File: config.mk
export PLATFORM = sky130hd
export DESIGN_NAME = demux_channel_sequencer
export DESIGN_NICKNAME = d
export VERILOG_FILES = /design/src/rtl/demux_seq_defs.sv /design/src/rtl/settle_timer.sv /design/src/rtl/demux_channel_sequencer.sv
export SDC_FILE = /design/constraint.sdc
export NUM_CORES = 1
export LEC_CHECK = 0
export CELL_PAD_IN_SITES_DETAIL_PLACEMENT = 2
export CELL_PAD_IN_SITES_GLOBAL_PLACEMENT = 2
export CORE_MARGIN = 2
export CORE_UTILIZATION = 33
export DETAILED_ROUTE_END_ITERATION = 10
export PLACE_DENSITY = 0.79
export SLEW_MARGIN = 20
export SYNTH_ARGS = -nofsm -noshare
export SYNTH_HDL_FRONTEND = slang
export SYNTH_SLANG_ARGS = --single-unit
File: constraint.sdc
create_clock -name clk -period 2.1 [get_ports clk]
set_clock_uncertainty 0.2 [all_clocks]
set_input_delay 0.42 -clock clk [delete_from_list [all_inputs] [get_ports clk]]
set_output_delay 0.42 -clock clk [all_outputs]
set_load 0.01 [all_outputs]
File: src/rtl/demux_seq_defs.sv
// Shared constants for the demux channel sequencer: FSM encodings,
// channel count, default settle interval and a one-hot helper.
package demux_seq_defs;

    localparam logic [1:0] S_IDLE   = 2'd0;
    localparam logic [1:0] S_SETTLE = 2'd1;
    localparam logic [1:0] S_STROBE = 2'd2;

    localparam int NCH            = 4;
    localparam int SETTLE_CYC_DEF = 2;

    // Latch enable for one channel.
    function automatic logic [NCH-1:0] chan_onehot(input logic [1:0] ch);
        return {{(NCH-1){1'b0}}, 1'b1} << ch;
    endfunction

endpackage

File: src/rtl/settle_timer.sv
// Settle interval timer. Counts cycles while en is high, saturating at
// SETTLE_CYC. expired is high during the last settle cycle, so the owner
// can leave SETTLE on that edge.
module settle_timer #(
    parameter int CNT_W      = 4,
    parameter int SETTLE_CYC = 2
) (
    input  logic clk,
    input  logic rst_n,
    input  logic clr,
    input  logic en,
    output logic expired
);

    localparam logic [CNT_W-1:0] LAST = CNT_W'(SETTLE_CYC - 1);
    localparam logic [CNT_W-1:0] FULL = CNT_W'(SETTLE_CYC);

    logic [CNT_W-1:0] cnt;

    // Cycle counter: clear has priority, then count up and hold at FULL.
    always_ff @(posedge clk or negedge rst_n) begin
        if (!rst_n) begin
            cnt <= '0;
        end else if (clr) begin
            cnt <= '0;
        end else if (en && (cnt != FULL)) begin
            cnt <= cnt + CNT_W'(1);
        end
    end

    assign expired = en && (cnt == LAST);

endmodule

File: src/rtl/demux_channel_sequencer.sv
// Drives a 1-to-4 demux: takes a 4-bit word, then for channels 0..3 holds
// sel/din for SETTLE_CYC cycles and emits one strobe cycle with a one-hot
// latch enable. Every output is a register.
//
// Handshake: a word is consumed on a cycle where in_valid && in_ready.
// in_ready is high exactly when the FSM is IDLE; a producer presenting
// in_valid while busy keeps its word, it is not dropped.
module demux_channel_sequencer
    import demux_seq_defs::*;
#(
    parameter int SETTLE_CYC = SETTLE_CYC_DEF,
    parameter int CNT_W      = 4
) (
    input  logic           clk,
    input  logic           rst_n,
    input  logic [NCH-1:0] in_data,
    input  logic           in_valid,
    output logic           in_ready,
    input  logic           flush,
    output logic [1:0]     sel,
    output logic           din,
    output logic           strobe,
    output logic [NCH-1:0] chan_en,
    output logic           done,
    output logic           busy
);

    logic [1:0]     state_q, state_d;
    logic [1:0]     ch_q, ch_d;
    logic [NCH-1:0] word_q, word_d;
    logic [1:0]     sel_d;
    logic           din_d;
    logic           strobe_d;
    logic [NCH-1:0] chan_en_d;
    logic           done_d;
    logic           expired;

    settle_timer #(
        .CNT_W      (CNT_W),
        .SETTLE_CYC (SETTLE_CYC)
    ) u_settle_timer (
        .clk     (clk),
        .rst_n   (rst_n),
        .clr     (state_q != S_SETTLE),
        .en      (state_q == S_SETTLE),
        .expired (expired)
    );

    // Next-state and next-output logic; sel/din only move when a SETTLE
    // window starts or the FSM returns to IDLE, never with a strobe.
    always_comb begin
        state_d   = state_q;
        ch_d      = ch_q;
        word_d    = word_q;
        sel_d     = sel;
        din_d     = din;
        strobe_d  = 1'b0;
        chan_en_d = '0;
        done_d    = 1'b0;
        case (state_q)
            S_IDLE: begin
                sel_d = 2'd0;
                din_d = 1'b0;
                // Accept wins over a simultaneous flush.
                if (in_valid && in_ready) begin
                    state_d = S_SETTLE;
                    ch_d    = 2'd0;
                    word_d  = in_data;
                    din_d   = in_data[0];
                end
            end
            S_SETTLE: begin
                if (flush) begin
                    state_d = S_IDLE;
                    ch_d    = 2'd0;
                    word_d  = '0;
                    sel_d   = 2'd0;
                    din_d   = 1'b0;
                end else if (expired) begin
                    state_d   = S_STROBE;
                    strobe_d  = 1'b1;
                    chan_en_d = chan_onehot(ch_q);
                    done_d    = (ch_q == 2'd3);
                end
            end
            S_STROBE: begin
                // ch==3 ends the word here instead of letting ch wrap.
                if (flush || (ch_q == 2'd3)) begin
                    state_d = S_IDLE;
                    ch_d    = 2'd0;
                    word_d  = '0;
                    sel_d   = 2'd0;
                    din_d   = 1'b0;
                end else begin
                    state_d = S_SETTLE;
                    ch_d    = ch_q + 2'd1;
                    sel_d   = ch_d;
                    din_d   = word_q[ch_d];
                end
            end
            default: begin
                state_d = S_IDLE;
                ch_d    = 2'd0;
                word_d  = '0;
                sel_d   = 2'd0;
                din_d   = 1'b0;
            end
        endcase
    end

    // State and registered outputs; reset lands in IDLE with in_ready high.
    always_ff @(posedge clk or negedge rst_n) begin
        if (!rst_n) begin
            state_q  <= S_IDLE;
            ch_q     <= 2'd0;
            word_q   <= '0;
            sel      <= 2'd0;
            din      <= 1'b0;
            strobe   <= 1'b0;
            chan_en  <= '0;
            done     <= 1'b0;
            busy     <= 1'b0;
            in_ready <= 1'b1;
        end else begin
            state_q  <= state_d;
            ch_q     <= ch_d;
            word_q   <= word_d;
            sel      <= sel_d;
            din      <= din_d;
            strobe   <= strobe_d;
            chan_en  <= chan_en_d;
            done     <= done_d;
            busy     <= (state_d != S_IDLE);
            in_ready <= (state_d == S_IDLE);
        end
    end

endmodule

==> run summary <==
Row count: 20
Fill count: 336
Fmax: 0.488 GHz
Sequential share of the synthesized area: 52.7%
Die Ht: 60.3 um
Slew Limit Fails: 0
Fin. Hold Viols: 0
Residual DRC: 0
Detailed Route Iter0 Violations: 19
Worst reg2reg path depth: 4
Post-synth net total: 106
Vias: 760
TritonRoute pass-1 iters: 4
CP cell instances: clkdlybuf4s50_1
WL final: 2500 um
Number of I/O pins: 19
Flop2flop setup slack: 170 ps
Clk_lat worst skew: 320 ps
Postcts setup bufs: 0
R2R Path End: din
Nets: 130
Tmin final: 2050 ps
Power Dens Cells: 1070 nW/um^2
ANT cells: 0
Die X: 60.3 um
Synth Area per Inst: 11.5 um^2
Crit. End Element: output port
Worst Path Arrival: 1430 ps
Worst stage delay on the critical path: 570 ps
Status: complete, no violations
RSZ-0062 raised after global routing: no
Synth Warn #: 0
Aggregate global-route resource usage: 15.9%
Via/cell ratio: 4.81
Mapped Area: 1050 um^2
Measured slew at the worst slew-check pin: 445 ps
CP bufs+invs: 1
Slowest stage cell, crit path: dfstp_2
HPWL Detailed: 1980 um
Layout cells sized above 1: 9.65%
Starting Density: 34.6%
Final ANT Viol Nets: 0
Area growth syn-to-layout: 28.2%
Core Util, Final: 44.3%
Worst Path Max Fanout: 4
Distinct cells, synth: 30
Max VDD drop: 552 uV
CTS clk-pin slew, worst paths: 130 ps
Async S/R FF share, synth: 100%
Hold Path Class: in -> async
Setup TNS: 0 ps
CTS HTree Levels: 1
Register area: 552 um^2
Pin count of the biggest net entering global routing: 23
CTS resizes: 0
Area of the multi-input gates: 454 um^2
TritonCTS clock tree: done
Kind of critical path: reg -> out
Final Wtd Congestion: 0.722
Post-synth EDFFs: 0
Inserted Clock Buffers: 3
Tcrit/Tclk final: 97.5%
Synthesis-stage register bit count: 22
GRT overflow: 0
Crit start category: register
DR WL/cell: 15.8 um
Max Cap Violations: 0
Hold buffers post-CTS: 0
Max-slew headroom: 70.2%
Clock root buffer: clkbuf_4
Die area: 3640 um^2
# setup viols final: 0
Vias in the first global route: 896
Req. time, crit path: 1480 ps
Antenna violations before repair: 0
Worst r2r src: ch_q[0]
Clock sinks: 22
Post-Synthesis Cells: 91
Leakage: 0.618 nW
Clock buffer depth: 2
Ys flop type: dfrtp_1
Number of buffers added on ports: 18
Crit path max-delay family: flip-flops
Global-route wire length before repair: 4190 um
Core area: 3030 um^2
routing by layer:
metal | vias up | part of all wire [%] | GRT usage, %
li1 | 349 | - | -
met1 | 389 | 42 | 18.7
met3 | 4 | 2.7 | 2.56
met4 | 0 | 1.5 | 5.71
met2 | 18 | 53 | 29.2
met5 | - | 0 | 0
state kept, by name, indices dropped and copies added, names as in the netlist:
name                cells
state_q                 2
chan_en                 4
strobe                  1
busy                    1
u_settle_timer.cnt      4
din                     1
word_q                  4
sel                     2
in_ready                1
ch_q                    2
logic make-up after synthesis:
kind of cell | count (synthesis) | share of synthesized area [%]
flip-flops | 22 | 52.7
multiplexers | 4 | 5.02
adder cells (fa/ha/maj) | 7 | 8.36
AND/OR/NAND/NOR | 34 | 20.2
buffers and inverters | 10 | 3.94
AO/OA/AOI/OAI | 12 | 8.13
XOR/XNOR | 2 | 1.67
cell type report:
class,count,area share [%]
Sequential cell,22,41.1
Inverter,9,2.52
Clock buffer,3,1.68
Multi-Input combinational cell,59,33.8
Timing Repair Buffer,20,14.5
Clock inverter,1,2.24
Tap cell,44,4.10
through the flow:
stage	hold slack (ps)	setup WS (ps)	power (W)	area [um^2]	instances
floorplan	-75.6	381	0.000907	1050	91
global placement	305	134	0.00108	1290	154
detailed placement	290	8.38	0.00113	1290	154
CTS	247	40.4	0.00146	1340	158
global route	244	11.2	0.00154	1340	158
finish	241	52.1	0.00144	1340	158
worst max path at each step:
stage,from,to,slack [ps],cells past startpoint
2_1_floorplan,ch_q[0],din,380,4
3_3_place_gp,flush,word_q[1],130,4
3_5_place_dp,flush,word_q[1],8,4
4_1_cts,in_ready,in_ready,40,1
5_1_grt,in_ready,in_ready,10,1
6_report,in_ready,in_ready,50,1
Yosys cell counts (all sizes together) (2+ instances only):
library cell	count	area share, %
nand2b	3	1.8
and3	4	2.4
nor2b	3	1.8
mux2i	3	2.9
nor2	6	2.2
ha	7	8.4
inv	9	3.2
nor3b	2	1.4
nand2	5	1.8
and2	4	2.4
dfrtp	21	50
nand3	2	0.96
a22o	2	1.7
o21ai	2	0.96
a21oi	4	2.3
where the power goes:
| group | switching, W | leakage [nW] | internal [W] |
|---|---|---|---|
| sequential | 0.0000961 | 0.293 | 0.000527 |
| combinational | 0.000255 | 0.297 | 0.000236 |
| clock | 0.000137 | 0.0279 | 0.000193 |
cells in the final DEF (no fill, tap or decap), drive strengths merged, types with 3 or more instances in the layout:
cell	n
dfrtp	21
clkdlybuf4s50	18
inv	9
ha	7
nor2	6
nand2	5
and2	4
and3	4
a21oi	4
nand2b	3
nor2b	3
mux2i	3
clkbuf	3
Note: power is estimated with default switching activity, not from simulation.
